`config.mk`:
```
export PLATFORM = sky130hd
export DESIGN_NAME = rr_arb8_2x
export DESIGN_NICKNAME = d
export VERILOG_FILES = /design/src/rtl/rr_arb8_2x.sv
export SDC_FILE = /design/constraint.sdc
export NUM_CORES = 1
export LEC_CHECK = 0
export ABC_CLOCK_PERIOD_IN_PS = 4300
export CORE_MARGIN = 3
export CORE_UTILIZATION = 46
export CTS_CLUSTER_DIAMETER = 120
export DETAILED_ROUTE_END_ITERATION = 16
export GPL_TIMING_DRIVEN = 1
export PLACE_DENSITY = 0.68
export SETUP_SLACK_MARGIN = 0.3
export SYNTH_ARGS = -nofsm -noshare
export SYNTH_HDL_FRONTEND = slang
export SYNTH_SLANG_ARGS = --single-unit
```
`constraint.sdc`:
```
create_clock -name CLK -period 4.3 [get_ports CLK]
set_input_delay 0.86 -clock CLK [delete_from_list [all_inputs] [get_ports CLK]]
set_output_delay 0.86 -clock CLK [all_outputs]
set_load 0.05 [all_outputs]
```
`src/rtl/rr_arb8_2x.sv`:
```
`default_nettype none
// +--------------------------------------------------------------------------+
// | rr_arb8_2x : 8-way round-robin arbiter driving dec3x8_2x A2..A0 / EN,     |
// |              one-cycle EN-low gap between grants.                        |
// | Optional hold timeout enabled by macro ARB_HOLD_TIMEOUT_EN.              |
// | Rev 1.0                                                                  |
// +--------------------------------------------------------------------------+
module rr_arb8_2x #(
  parameter int unsigned HOLD_MAX = 16
) (
  input  logic       CLK,
  input  logic       RSTB,
  input  logic [7:0] REQ,
  input  logic       DONE,
  output logic       A0,
  output logic       A1,
  output logic       A2,
  output logic       EN,
  output logic       TMO
);

  typedef enum logic [1:0] {
    ST_IDLE  = 2'd0,
    ST_GRANT = 2'd1,
    ST_GAP   = 2'd2
  } state_t;

  state_t     state;
  logic [2:0] ptr;
  logic [2:0] idx;
  logic       en;
  logic       tmo;
  logic [2:0] winner;
  logic       any_req;
  logic       timeout;

  if (HOLD_MAX < 1 || HOLD_MAX > 255) begin : g_hold_range_check
    $error("rr_arb8_2x: HOLD_MAX must be within 1..255");
  end

`ifdef ARB_HOLD_TIMEOUT_EN
  logic [7:0] hold_cnt;

  // Counter holds the number of completed GRANT cycles minus one at each edge.
  assign timeout = (hold_cnt == 8'(HOLD_MAX - 1));

  always_ff @(posedge CLK) begin
    if (!RSTB) begin
      hold_cnt <= 8'd0;
    end else if (state != ST_GRANT) begin
      hold_cnt <= 8'd0;
    end else begin
      hold_cnt <= hold_cnt + 8'd1;
    end
  end
`else
  assign timeout = 1'b0;
`endif

  // First requester found scanning upward from ptr, wrapping mod 8.
  always_comb begin
    any_req = 1'b0;
    winner  = ptr;
    for (int k = 0; k < 8; k++) begin
      if (!any_req && REQ[ptr + 3'(k)]) begin
        any_req = 1'b1;
        winner  = ptr + 3'(k);
      end
    end
  end

  always_ff @(posedge CLK) begin
    if (!RSTB) begin
      state <= ST_IDLE;
      ptr   <= 3'd0;
      idx   <= 3'd0;
      en    <= 1'b0;
      tmo   <= 1'b0;
    end else begin
      tmo <= 1'b0;
      case (state)
        ST_IDLE, ST_GAP: begin
          if (any_req) begin
            idx   <= winner;
            en    <= 1'b1;
            state <= ST_GRANT;
          end else begin
            en    <= 1'b0;
            state <= ST_IDLE;
          end
        end
        ST_GRANT: begin
          if (DONE || !REQ[idx] || timeout) begin
            en    <= 1'b0;
            ptr   <= idx + 3'd1;
            state <= ST_GAP;
            tmo   <= !DONE && REQ[idx] && timeout;
          end
        end
        default: begin
          en    <= 1'b0;
          state <= ST_IDLE;
        end
      endcase
    end
  end

  assign A0  = idx[0];
  assign A1  = idx[1];
  assign A2  = idx[2];
  assign EN  = en;
  assign TMO = tmo;

endmodule
`default_nettype wire

```
==> impl_metrics.ini <==
[run_status]
status = finished clean

[clocking]
cts_setup_buffers = 0
cts_made_buffers = 3
htree_levels = 1
cts_tree = yes
clkLatencyLatePin_ns = 0.26
clkTransAtPathRegs_ns = 0.06
root_buffer = clkbuf_4
cts_buffer_depth = 2
ctsResizeCount = 0
clock-sinks = 8
hold_buffers = 0

[critical_path]
critPathCaptureType = register
crit_arrival_ns = 3.38
worstSetupStartpoint = ptr[0]
path_max_fanout = 12
required_ns = 4.44
reg2reg_slack_ns = 1.06
critPathKind = reg2reg
cp-start-kind = register
r2r-start = ptr[0]

[sta]
setup_ws_ns = 1.06
timing.fmax_mhz = 308
fin_crit_sh = 0.754
worst_slew_pin_slew_ns = 0.722
finClkSkew_ns = 0.0107
final.min_clock_period_ns = 3.24
fin_tns_setup_ns = 0
setup_viol = 0
maxSlewViolCount = 0
rsz0062_at_grt = false
hold_viol_final = 0
slew_headroom = 0.518
hold_ws_ns = 0.510

[yosys]
ys_types = 55
synth_area_leader_cell = mux4_2
avgSynthCellArea_sq_um = 9.56
async_reset_ff_frac = 0
synth_nets = 153
synth_top_cell_area_share = 0.153
yosys-top-cells-count = nand2_1 (13), nor2_1 (11), a21oi_1 (9), mux4_2 (9), dfxtp_1 (8)
synth_edf_count = 0
synth_seq_area_share = 0.121
ys_top_cells_by_area = mux4_2 (15%), dfxtp_1 (12%), mux4_1 (9.9%)
synth-seq-cells = 8
synthCells = 139
synth_warnings = 0
synth_area_sq_mm = 0.00133
synth.most_common_cell = nand2_1
ys.flop_type = dfxtp_1

[routing]
viasPerCell = 6.81
topRoutingLayerUsed = met4
met3WireLength_microns = 193
drc = 0
first_iter_violations = 58
ant_nets = 0
drtPass1Iterations = 4
drt-met1-wl_microns = 1500
wl_met2_microns = 1660
wl_per_cell_microns = 18.8
dr_total_vias = 1225
routed_wl_microns = 3380

[power]
pwr-share-seq = 0.184
ir_worst_vdd_mv = 0.317
p_comb_frac = 0.712
p_leak_nw = 0.503
p_int_mw = 0.301
power_density_mw_per_mm2 = 384
p_clk_frac = 0.104
swShare = 0.474
power_mw = 0.572
p_sw_mw = 0.271

[run]
drv_cap = 0

[placement]
preCtsSetupSlack_ns = 1.03
place_congestion = 0.889
port_buffers = 14
hpwlAfterDp_microns = 2580

[min_path]
holdCritPathClass = reg2reg
worstHoldStart = state[1]

[floorplanning]
fp.dieW_microns = 59.7
die_height_microns = 59.7
core_sq_mm = 0.00261
dieArea_sq_mm = 0.00357
io_pins = 16
fp-row-count = 18
start_util = 0.509

[final_layout]
nets = 166
fin_util = 0.570
syn_to_final_growth_pct = 12.1
drive_gt1_frac = 0.207
insertedDiodeCount = 0

[global_route]
grt_antenna_before_repair = 0
grt_pass1_wl_microns = 5980
grt_max_degree = 19
gr-total-overflow = 0
track_usage = 0.219
grt_pass1_vias = 1183
[flip-flops by register name (all words and copies together) (netlist names)]
signal / flops
idx: 3
ptr: 3
state: 2
[layout make-up]
type                    instances  area, sq um
multi-input cells             117         1090
inverters                       6         22.5
well taps                      30         37.5
clock buffers                   3         22.5
flip-flops and latches          8          160
fillers                       249         1120
repair buffers                 16          155
[power by group through the flow]
| stage | Sequential (mW) | Combinational [mW] | Clock [mW] |
|---|---|---|---|
| after global placement | 0.107 | 0.395 | 0 |
| after global routing | 0.108 | 0.443 | 0.0669 |
| after CTS | 0.106 | 0.405 | 0.0626 |
| after detailed placement | 0.107 | 0.404 | 0 |
| after floorplan | 0.128 | 0.295 | 0 |
| final | 0.105 | 0.408 | 0.0596 |
[metal layers]
metal,vias to the layer above,GRT usage
met4,0,0.0380
met1,607,0.321
met2,44,0.343
li1,570,-
met3,4,0.0367
met5,-,0
[worst max-delay path, stage by stage, from the launching register on]
cell and delay (ns):
dfxtp_1 0.31, buf_4 0.20, inv_1 0.17, ha_1 0.63
mux4_1 0.62, mux2i_1 0.30, a22o_2 0.29, nand3_2 0.11
o21ba_1 0.24, o221ai_1 0.18, a211oi_1 0.07
[layout by cell type (no fill, tap or decap), types with 2 or more instances in the layout]
cell type	n
clkbuf_4	3
a21oi_1	9
mux2i_4	3
nand3b_1	2
inv_1	6
nand2_1	13
dfxtp_1	8
mux2i_1	4
o21ai_0	7
ha_1	3
o221ai_1	2
xnor2_1	3
nand4_1	2
nand3_1	2
nor2_1	11
nor2b_1	3
a31oi_1	3
o22ai_1	3
mux4_1	5
buf_4	2
clkdlybuf4s50_1	14
a211oi_1	2
mux4_2	9
[cell families after synthesis]
kind of cell / Yosys count / share of synthesized area
and+or+nand+nor: 47 / 0.191
xor gates and xnor gates: 4 / 0.0320
buffers and inverters: 14 / 0.0584
muxes: 24 / 0.363
AOI/OAI and AO/OA: 38 / 0.204
other: 1 / 0.00282
DFF: 8 / 0.121
adders and majority gates: 3 / 0.0283
[path summary, 6_finish.rpt]
path              end  cells after the start
max            idx[1]                     10
min          state[0]                      2
min reg2reg  state[0]                      2
max reg2reg    idx[1]                     10
[metrics by stage]
step	instances	area [sq um]
after detailed placement	177	1470
final	180	1490
after floorplan	139	1330
after global routing	180	1490
after global placement	177	1470
after CTS	180	1490
(Power assumes the default switching activity.)
